**config.mk**
```make
export PLATFORM = sky130hd
export DESIGN_NAME = qar_uart_rx
export DESIGN_NICKNAME = d
export VERILOG_FILES = /design/src/rtl/qar_uart_rx.sv
export SDC_FILE = /design/constraint.sdc
export NUM_CORES = 1
export LEC_CHECK = 0
export CAP_MARGIN = 10
export CORE_AREA = 2 2 94 96
export CTS_BUF_LIST = sky130_fd_sc_hd__clkbuf_8 sky130_fd_sc_hd__clkbuf_16
export DETAILED_ROUTE_END_ITERATION = 6
export DIE_AREA = 0 0 96 98
export GPL_TIMING_DRIVEN = 0
export PLACE_DENSITY = 0.74
export SYNTH_ARGS = -nofsm -noshare
export SYNTH_HDL_FRONTEND = slang
export SYNTH_SLANG_ARGS = --single-unit
```
**constraint.sdc**
```tcl
create_clock -name clk -period 2.5 [get_ports clk]
set_input_delay 0.25 -clock clk [delete_from_list [all_inputs] [get_ports clk]]
set_output_delay 0.25 -clock clk [all_outputs]
set_load 0.005 [all_outputs]
```
**src/rtl/qar_uart_rx.sv**
```systemverilog
// qar_uart_rx: serial receive front-end for the QAR UART.
//
// Synchronises the asynchronous rx pin, validates start bits at half a bit
// period, samples 8N1 frames at mid-bit and hands each byte over a
// valid/ready handshake. Framing errors and overruns are reported as
// single-cycle pulses. One bit period is baud_div+1 clocks.
//
// Ports:
//   clk        system clock
//   rst_n      asynchronous active-low reset
//   rx         asynchronous serial input, idle high
//   enable     receiver enable; low aborts any frame in flight
//   baud_div   bit period minus one, in clocks
//   data_out   received byte, stable while data_valid
//   data_valid byte available
//   data_ready consumer accepts the byte this cycle
//   frame_err  one-cycle pulse: stop bit sampled low
//   overrun    one-cycle pulse: completed byte dropped, output still occupied
//   busy       high whenever the receiver is not idle
module qar_uart_rx #(
    parameter int unsigned SYNC_STAGES = 2  // minimum 2
) (
    input  logic        clk,
    input  logic        rst_n,
    input  logic        rx,
    input  logic        enable,
    input  logic [31:0] baud_div,
    output logic [7:0]  data_out,
    output logic        data_valid,
    input  logic        data_ready,
    output logic        frame_err,
    output logic        overrun,
    output logic        busy
);

    typedef enum logic [2:0] {
        StIdle,
        StStart,
        StData,
        StStop,
        StWaitIdle
    } state_e;

    // ------------------------------------------------------------------
    // Input synchroniser
    // ------------------------------------------------------------------
    logic [SYNC_STAGES-1:0] sync_q;
    logic                   rx_s;
    logic                   rx_prev_q;

    always_ff @(posedge clk or negedge rst_n) begin
        if (!rst_n) begin
            sync_q    <= '1;
            rx_prev_q <= 1'b1;
        end else begin
            sync_q    <= {sync_q[SYNC_STAGES-2:0], rx};
            rx_prev_q <= rx_s;
        end
    end

    assign rx_s = sync_q[SYNC_STAGES-1];

    // ------------------------------------------------------------------
    // Receiver state
    // ------------------------------------------------------------------
    state_e      state_q, state_d;
    logic [31:0] cnt_q, cnt_d;
    logic [2:0]  idx_q, idx_d;
    logic [7:0]  shift_q, shift_d;
    logic [7:0]  data_q, data_d;
    logic        valid_q, valid_d;
    logic        frame_err_q, frame_err_d;
    logic        overrun_q, overrun_d;

    logic        bit_tick;
    logic        half_tick;
    logic        deliver;

    // >= rather than == so that shrinking baud_div mid-frame still ticks.
    assign bit_tick  = (cnt_q >= baud_div);
    assign half_tick = (cnt_q >= (baud_div >> 1));

    always_ff @(posedge clk or negedge rst_n) begin
        if (!rst_n) begin
            state_q     <= StIdle;
            cnt_q       <= '0;
            idx_q       <= '0;
            shift_q     <= '0;
            data_q      <= '0;
            valid_q     <= 1'b0;
            frame_err_q <= 1'b0;
            overrun_q   <= 1'b0;
        end else begin
            state_q     <= state_d;
            cnt_q       <= cnt_d;
            idx_q       <= idx_d;
            shift_q     <= shift_d;
            data_q      <= data_d;
            valid_q     <= valid_d;
            frame_err_q <= frame_err_d;
            overrun_q   <= overrun_d;
        end
    end

    always_comb begin
        state_d     = state_q;
        cnt_d       = cnt_q;
        idx_d       = idx_q;
        shift_d     = shift_q;
        data_d      = data_q;
        valid_d     = valid_q;
        frame_err_d = 1'b0;
        overrun_d   = 1'b0;
        deliver     = 1'b0;

        unique case (state_q)
            StIdle: begin
                cnt_d = '0;
                idx_d = '0;
                if (rx_prev_q && !rx_s) begin
                    state_d = StStart;
                end
            end

            StStart: begin
                if (half_tick) begin
                    cnt_d = '0;
                    idx_d = '0;
                    // Line back high at mid start bit: a glitch, drop it silently.
                    state_d = rx_s ? StIdle : StData;
                end else begin
                    cnt_d = cnt_q + 32'd1;
                end
            end

            StData: begin
                if (bit_tick) begin
                    cnt_d          = '0;
                    shift_d[idx_q] = rx_s;
                    idx_d          = idx_q + 3'd1;
                    if (idx_q == 3'd7) begin
                        state_d = StStop;
                    end
                end else begin
                    cnt_d = cnt_q + 32'd1;
                end
            end

            StStop: begin
                if (bit_tick) begin
                    cnt_d = '0;
                    if (rx_s) begin
                        deliver = 1'b1;
                        state_d = StIdle;
                    end else begin
                        frame_err_d = 1'b1;
                        state_d     = StWaitIdle;
                    end
                end else begin
                    cnt_d = cnt_q + 32'd1;
                end
            end

            StWaitIdle: begin
                // Hold here through a break so it reports only one frame_err.
                cnt_d = '0;
                if (rx_s) begin
                    state_d = StIdle;
                end
            end

            default: begin
                state_d = StIdle;
                cnt_d   = '0;
                idx_d   = '0;
            end
        endcase

        // Disable aborts the frame with no side effects; the output holding
        // register is left alone.
        if (!enable) begin
            state_d     = StIdle;
            cnt_d       = '0;
            idx_d       = '0;
            frame_err_d = 1'b0;
            deliver     = 1'b0;
        end

        // Output holding register and handshake.
        if (deliver) begin
            if (!valid_q || data_ready) begin
                data_d  = shift_d;
                valid_d = 1'b1;
            end else begin
                overrun_d = 1'b1;
            end
        end else if (valid_q && data_ready) begin
            valid_d = 1'b0;
        end
    end

    assign data_out   = data_q;
    assign data_valid = valid_q;
    assign frame_err  = frame_err_q;
    assign overrun    = overrun_q;
    assign busy       = (state_q != StIdle);

endmodule

```
# After elaboration in Yosys (flattened, before gate mapping)
# Cells that the tools add are included.
[word_totals]
register_bits = 60
inputBits = 37
out_inout_bits = 12
word_cells = 80
[op_classes]
add_sub_neg = 2
n_lt_le_gt_ge = 4
eq_ne = 13
muxes = 36
n_reduce_logical = 15
[ops]
columns = ["cell", "n"]
rows = [
  ["2-to-1 mux 32 bit", 3],
  ["one-hot mux 32 bit (2 select lines)", 1],
  ["2-to-1 mux 3 bit", 11],
  ["adder 32 x 1 -> 32 bit (second input constant)", 1],
  [">= comparator 32 x 31 -> 1 bit", 1],
  [">= comparator 32 bit", 1],
  ["inequality test 3 bit (second input constant)", 6],
  ["2-to-1 mux 8 bit", 2],
  ["one-hot mux 3 bit (5 select lines)", 1],
  ["2-to-1 mux 1 bit", 14],
  ["one-hot mux 3 bit (3 select lines)", 1],
  ["bitwise mux 8 bit", 1],
  ["equality test 3 x 2 -> 1 bit (second input constant)", 2],
  ["equality test 3 bit (second input constant)", 2],
  ["AND reduction 6 bit", 1],
  ["less-than comparator 3 x 4 -> 1 bit (second input constant)", 1],
  ["AND reduction 2 bit", 2],
  ["OR reduction 2 bit", 2],
  ["adder 3 x 1 -> 3 bit (second input constant)", 1],
  ["demux 1 bit (select 3 bit)", 1],
  ["equality test 3 x 1 -> 1 bit (second input constant)", 1],
  [">= comparator 3 x 1 -> 1 bit (second input constant)", 1],
  ["logical AND 1 bit", 3],
  ["zero test 3 bit", 1],
  ["other kinds (8)", 9],
]

# Longest topological paths before layout
# Gate-level depths: netlist of the first run.
[depth]
word_depth = 7
ltp_mapped = 12
depth_no_buf = 10

# Worst setup path before layout of the first run
# Ideal clock, no wire load.
[synth_timing]
path_kind = "flip-flop to flip-flop"
startpoint = "register cnt_q[5]"
endpoint = "register data_q[0] (netlist: data_out[0])"
setup_time_ns = 0.125
arrival_time_ns = 2.427
required_ns = 2.375
setup_slack_ns = -0.052
stages_incl_launch_ff = 10
n_path_buf = 1
period_less_slack_ns = 2.552
path_cell_list = "dfrtp_1 > ha_1 > nand4_1 > or4_1 > a311oi_1 > nor3_1 > nor2b_2 > and4b_1 > buf_4 > mux2_2"
[synth_between]
elab_chain_cells = 5
word_cells_on_any_way = 7
cone_classes = "order compare: 1; mux: 5; reduce/logical: 1"
[synth_lines]
columns = ["element", "line_no", "rtl"]
rows = [
  ["from (decl)", "67", "logic [31:0] cnt_q, cnt_d;"],
  ["from (signal assigned)", "95", "cnt_q <= cnt_d;"],
  [">= comparator 32 bit *", "80", "assign bit_tick = (cnt_q >= baud_div);"],
  ["2-to-1 mux 1 bit", "150", "if (bit_tick) begin"],
  ["2-to-1 mux 1 bit", "116", "unique case (state_q)"],
  ["2-to-1 mux 1 bit", "181", "if (!enable) begin"],
  ["AND reduction 2 bit (no source line)", "--", ""],
  ["to (signal assigned)", "98", "data_q <= data_d;"],
  ["to (decl)", "70", "logic [7:0] data_q, data_d;"],
]
# Mark *: on every way between the ends. The rest lies on a longest branch, timed or not.
# A chain may end at the register's enable or synchronous reset.

# Final worst setup path of the first run
[layout_timing]
startpoint = "register cnt_q[25]"
endpoint = "register data_q[7] (netlist: data_out[7])"
# Same word-level chain as after synthesis.

==> summary.txt, run 1 <==
Power
  • P_leak: 2.71 nW
  • VDD IR-drop max: 0.000274 V
  • Clock Power Share: 0.333
  • Register share of total power: 0.400
  • Int Pwr: 1.73 mW
  • Comb power frac: 0.267
  • Pwr Density: 435 mW/mm²
  • Switching share of power: 0.313
  • NetSw: 790 µW

Synth
  • Post-Syn Area: 0.00412 mm²
  • Ys Warns: 0
  • Synth Instances: 437
  • Ys async rst share: 1.00
  • Main synth FF type: dfrtp_1
  • Sequential fraction of the synthesis area: 0.365
  • Synthesized flop and latch total: 60
  • Post-synth EDFFs: 0
  • Syn avg cell area: 9.43 µm²
  • Net Count, Synth: 540
  • Netlist cell types: 46

Place
  • Final GP Congestion: 0.867
  • Post-DP HPWL: 6560 µm
  • Post-place instance area: 0.00475 mm²
  • Port bufs: 48

STA
  • Max Freq: 355 MHz
  • Relative slew margins: 0.611
  • Final hold vios: 0
  • Hold WS: 0.313 ns
  • Slew at the pin closest to its max-slew limit: 0.584 ns
  • Final period utilization: 1.13
  • Skew final: 0.0112 ns
  • PnR worst setup slack: -0.315 ns
  • RSZ-0062 raised after global routing: yes
  • Final Max Slew Viols: 0
  • Period minus WS final: 2.82 ns
  • Setup-failing EPs final: 57

Detailed routing
  • Number of DRC markers in iteration 0: 160
  • DR pass1 iterations: 5
  • Total number of vias: 3673
  • Detailed Route WL: 11300 µm
  • Vias per cell: 5.64
  • DRT antenna net count: 0
  • Residual DRC count: 0
  • Wire per inst: 17.3 µm

Clock tree
  • CTS sink count: 60
  • CTS H-tree depth: 3
  • Clk_lat worst skew: 0.35 ns
  • Clock buffer depth: 2
  • CTS tree: built
  • Clock root buffer: clkbuf_8
  • Clock slew at reported path FFs: 0.08 ns
  • CTS Buf Count: 9

Hold path
  • Worst Hold Depth: 1
  • Worst min path class: input port to register
  • Hold Startpoint: rx
  • WHS Endpoint: sync_q[0]

Critical path
  • Worst reg2reg path depth: 10
  • R2r startpoint: cnt_q[25]
  • Required time of the critical path: 2.73 ns
  • Crit path launch type: register
  • Crit Path Category: register to register
  • R2R setup slack: -0.32 ns
  • Crit-path max FO: 8
  • Worst EP arrival: 3.05 ns
  • CP endpoint kind: register
  • Capture point of the worst reg-to-reg path: data_out[7]

Status
  • Outcome: complete, but fails checks
  • Failing checks: negative setup slack

Cells and area
  • Commonest non-fill, non-tap cell in the layout: ha_1
  • Number of antenna repair diodes: 0
  • Final net count: 641
  • Share of layout cells above drive strength 1: 0.280
  • Most frequent cells in the layout: ha_1 (52), dfrtp_1 (49), clkdlybuf4s50_1 (46)
  • Design Area, Final: 0.00580 mm²
  • Area growth syn-to-layout: 40.8%

Floorplan
  • Row count: 34
  • I/O pin cnt: 49
  • Core area: 0.00847 mm²
  • Die area: 0.00941 mm²
  • Die width: 96 µm
  • DIE HEIGHT: 98 µm
  • Initial Util: 0.487

Flow run
  • Maxcap violations: 0

Global route
  • Largest net degree at the start of global routing: 38
  • Overall Global Routing Usage: 0.250
  • First-pass GRT wire length: 18200 µm
  • Vias in the first global route: 3742
  • Initial antenna violation count: 0
  • GR Overflow Total: 0
==> worst max-delay path by stage <==
stage / cells past startpoint / from / slack (ns) / end
after floorplan: 9 / cnt_q[5] / -0.004 / data_out[0]
after global placement: 12 / baud_div[31] / -0.86 / data_out[1]
after detailed placement: 12 / baud_div[31] / -0.87 / data_out[5]
after CTS: 10 / cnt_q[25] / -0.22 / data_out[7]
after global routing: 10 / cnt_q[25] / -0.43 / data_out[7]
final: 10 / cnt_q[25] / -0.32 / data_out[7]
==> Yosys cell counts (3+ instances only) <==
library cell	n	share of area
ha_1	66	0.20
dfrtp_1	57	0.35
nor2_1	56	0.051
nand2_1	37	0.034
inv_1	34	0.031
nand3_1	24	0.029
a21oi_1	20	0.024
xor2_1	18	0.038
mux2_2	17	0.046
nand4_1	14	0.021
xnor2_1	11	0.023
a21o_1	6	0.011
o21ai_0	6	0.0073
buf_2	5	0.0061
a211oi_1	4	0.0073
and3_1	4	0.0061
nand2b_1	4	0.0061
nor3_1	4	0.0049
a2111oi_0	3	0.0064
and4_1	3	0.0064
dfstp_2	3	0.019
nor2b_1	3	0.0046
nor4_1	3	0.0046
==> cell type report <==
| cell class | count | area (µm²) |
|---|---|---|
| clock buffer | 10 | 138 |
| inverter | 34 | 128 |
| fill | 632 | 2670 |
| timing repair buffer | 91 | 886 |
| multi-input combinational | 335 | 2890 |
| clock inverter | 6 | 46.3 |
| tap | 108 | 135 |
| sequential | 60 | 1520 |
| buffer | 7 | 65.1 |
==> worst max-delay path, cell delays in order, from the launching register on <==
cell	delay, ns
dfrtp_2	0.44
ha_4	0.29
nand4_1	0.19
nor4_4	0.38
o211ai_1	0.20
a311oi_4	0.27
nor3_2	0.11
nor2b_2	0.13
and4b_1	0.22
buf_6	0.17
mux2_4	0.31
==> power groups by stage <==
stage | registers (mW) | logic, mW | clock network [mW]
final | 1.01 | 0.675 | 0.840
after floorplan | 1.02 | 0.215 | 0
after detailed placement | 1.03 | 0.374 | 0
after global routing | 1.01 | 0.722 | 0.894
after CTS | 1.01 | 0.629 | 0.847
after global placement | 1.03 | 0.359 | 0
==> repair_timing <==
action                                  4_1_cts  5_1_grt
cloned                                        4        0
endpoints found under the setup margin       56       57
buffers inserted                             52        4
gates resized for setup                     104        8
pin swaps                                    51        5
hold buffers                                  1        0
hold endpoints to repair                     23        0
==> flip-flops by register name, summed over array words and instances (netlist names) <==
signal,count
sync_q,2
frame_err,1
cnt_q,32
overrun,1
idx_q,3
state_q,3
data_valid,1
data_out,8
shift_q,8
rx_prev_q,1
==> cell families (layout without fill, tap and decap cells) <==
logic type / after synthesis / after routing / synth area share
multiplexers: 17 / 17 / 0.0465
buffers and inverters: 43 / 148 / 0.0425
adder cells (fa/ha/maj): 66 / 66 / 0.200
AND/OR/NAND/NOR: 167 / 168 / 0.195
XOR/XNOR: 29 / 29 / 0.0617
flip-flops: 60 / 60 / 0.365
AO/OA/AOI/OAI: 55 / 55 / 0.0884
==> metrics by stage <==
stage	util	std cells	TNS (ns)	setup WS [ns]	power [mW]
after CTS	0.680	650	-5.88	-0.217	2.48
after detailed placement	0.561	594	-41.53	-0.872	1.40
after global placement	0.560	593	-83.56	-0.864	1.39
after global routing	0.685	651	-18.22	-0.428	2.63
after floorplan	-	437	-0.0301	-0.00376	1.24
final	0.685	651	-12.56	-0.315	2.52
==> layer usage <==
metal / GRT usage / routed length [µm] / vias to the layer above / part of all wire
li1: - / - / 1747 / -
met1: 0.321 / 4760 / 1763 / 0.42
met2: 0.405 / 5730 / 130 / 0.51
met3: 0.0486 / 490 / 33 / 0.044
met5: 0 / 0 / - / 0
met4: 0.111 / 282 / 0 / 0.025
Note: power is estimated with default switching activity, not from simulation.
==> inputs of run 2 (changes only) <==
--- a/config.mk
+++ b/config.mk
@@ -12,6 +12,7 @@
 export DIE_AREA = 0 0 96 98
 export GPL_TIMING_DRIVEN = 0
 export PLACE_DENSITY = 0.74
+export SETUP_SLACK_MARGIN = 0.5
 export SYNTH_ARGS = -nofsm -noshare
 export SYNTH_HDL_FRONTEND = slang
 export SYNTH_SLANG_ARGS = --single-unit
==> run 2 against run 1 <==
The run still ends with negative setup slack left. Clock power rose by 11%. Core utilization rose by 0.77 points. Hold slack got worse by 0.0047 ns. Global-route usage fell by 2.6 points. Register-to-register slack got worse by 0.06 ns. Non-clock buffer count fell by 11.
==> summary.txt, run 2 (synthesized netlist as in run 1, its figures left out) <==
Clock tree
  • CTS tree: built
  • Clk_lat worst skew: 0.35 ns
  • CTS Buf Count: 9
  • Clock root buffer: clkbuf_8
  • CTS H-tree depth: 3
  • Clock buffer depth: 2
  • CTS sink count: 60
  • Clock slew at reported path FFs: 0.08 ns

STA
  • Max Freq: 348 MHz
  • Slew at the pin closest to its max-slew limit: 0.675 ns
  • RSZ-0062 raised after global routing: yes
  • Setup-failing EPs final: 57
  • Final Max Slew Viols: 0
  • Final period utilization: 1.15
  • Period minus WS final: 2.87 ns
  • Fin Setup TNS: -14.88 ns
  • Skew final: 0.0101 ns
  • Final hold vios: 0
  • Relative slew margins: 0.550
  • PnR worst setup slack: -0.375 ns

Place
  • Post-DP HPWL: 6450 µm
  • Post-place instance area: 0.00480 mm²
  • Port bufs: 48
  • Setup WS pre-CTS: -1.03 ns
  • Final GP Congestion: 0.829
  • Post-placement cell count: 594

Cells and area
  • Design Area, Final: 0.00586 mm²
  • Area growth syn-to-layout: 42.3%
  • Most frequent cells in the layout: ha_1 (60), dfrtp_1 (52), clkdlybuf4s50_1 (46)
  • Most flop-heavy register: cnt_q
  • Commonest non-fill, non-tap cell in the layout: ha_1
  • Share of layout cells above drive strength 1: 0.264
  • Final Non-Filler Cells: 639
  • Largest register FFs: 32
  • Fill count: 586
  • Final net count: 629
  • Number of antenna repair diodes: 0

Floorplan
  • DIE HEIGHT: 98 µm
  • Row count: 34
  • Die width: 96 µm
  • Die area: 0.00941 mm²
  • Core area: 0.00847 mm²
  • I/O pin cnt: 49
  • Initial Util: 0.487

Detailed routing
  • Wire per inst: 16.3 µm
  • Number of DRC markers in iteration 0: 133
  • Detailed Route WL: 10400 µm
  • Residual DRC count: 0
  • DRT antenna net count: 0
  • Vias per cell: 5.51
  • DR pass1 iterations: 4
  • Total number of vias: 3524

Power
  • Pwr Density: 454 mW/mm²
  • Power, Total: 2.66 mW
  • VDD IR-drop max: 0.000413 V
  • P_leak: 2.73 nW

Global route
  • GR Overflow Total: 0
  • First-pass GRT wire length: 16600 µm
  • Vias in the first global route: 3618
  • Overall Global Routing Usage: 0.224
  • Largest net degree at the start of global routing: 34
  • Initial antenna violation count: 0

Status
  • Failing checks: negative setup slack
  • Outcome: complete, but fails checks

Critical path
  • Worst stage delay on the critical path: 0.43 ns
  • Required time of the critical path: 2.73 ns
  • CP endpoint kind: register
  • Crit-path max FO: 8
  • Worst EP arrival: 3.11 ns
  • Critical Path Most Common Cell: buf_6
  • Crit path launch type: register
  • Crit-path leading delay family: buffers and inverters
  • Crit Path Category: register to register
  • Buf+Inv Stages, Crit Path: 7
  • Slowest CP cell: dfrtp_1
  • Worst path cell trace: ha_4, nand4_1, buf_4, buf_6, buf_6, buf_6, buf_6, nor2_2, a221oi_2, nand2_1, nor3_2, nor2b_2, buf_4, buf_6, nand4_1, mux2_2

Flow run
  • Maxcap violations: 0

Hold path
  • Worst min path class: input port to register
run 2: cell count changes in the layout (fill, tap and decap cells not counted), sizes merged:
cell and delta:
clkbuf -1, inv +1, and2 -1, buf -11
bufinv +1, dlymetal6s2s +1, dlygate4sd2 -1, clkinvlp -1
run 2: worst paths after layout:
kind / end / from / slack, ns / cells past startpoint
worst max-delay path: shift_q[1] / cnt_q[29] / -0.37 / 16
worst min-delay path: sync_q[0] / rx / 0.31 / 1
worst max register to register: shift_q[1] / cnt_q[29] / -0.37 / 16
worst min register to register: sync_q[1] / sync_q[0] / 0.36 / 0
max in group asynchronous: sync_q[0] / rst_n / 1.35 / 3
min in group asynchronous: cnt_q[7] / rst_n / 0.48 / 2
run 2: per-stage QoR:
step / utilization / hold WS (ns)
2_1_floorplan: - / -0.0456
3_3_place_gp: 0.565 / 0.346
3_5_place_dp: 0.567 / 0.314
4_1_cts: 0.664 / 0.303
5_1_grt: 0.693 / 0.308
6_report: 0.693 / 0.308
run 2: metal layers:
layer,global-route usage,up-vias,share of wire
li1,-,1724,-
met1,0.288,1710,0.43
met2,0.380,64,0.51
met3,0.0363,26,0.028
met4,0.0758,0,0.026
met5,0,-,0
run 2: area by class of cell:
class / instances / area (µm²) / area share
clock buffers: 9 / 124 / 0.0211
repair buffers: 78 / 828 / 0.141
flip-flops and latches: 60 / 1510 / 0.258
well taps: 108 / 135 / 0.0230
inverters: 34 / 128 / 0.0218
plain buffers: 9 / 116 / 0.0198
multi-input cells: 334 / 2940 / 0.501
clock inverters: 7 / 83.8 / 0.0143
run 2: timing repair:
item / CTS / global route
setup endpoints to repair: 58 / 57
buffers inserted: 18 / 6
hold buffers: 1 / 0
cloned: 4 / 0
hold endpoints to repair: 27 / 0
pin swaps: 24 / 8
resized for setup: 83 / 46
run 2: worst reg2reg max path, cell delays in order, from the launching register on:
cell	delay [ns]
dfrtp_1	0.43
ha_4	0.26
nand4_1	0.18
buf_4	0.15
buf_6	0.09
buf_6	0.09
buf_6	0.08
buf_6	0.08
nor2_2	0.03
a221oi_2	0.21
nand2_1	0.13
nor3_2	0.23
nor2b_2	0.07
buf_4	0.14
buf_6	0.13
nand4_1	0.12
mux2_2	0.34
run 2: report_power, final:
group,leakage [nW],switching (mW),total (mW),internal (mW)
registers,0.818,0.0167,1.01,0.992
clock network,0.102,0.454,0.931,0.477
logic,1.81,0.358,0.723,0.364
total,2.73,0.829,2.66,1.83
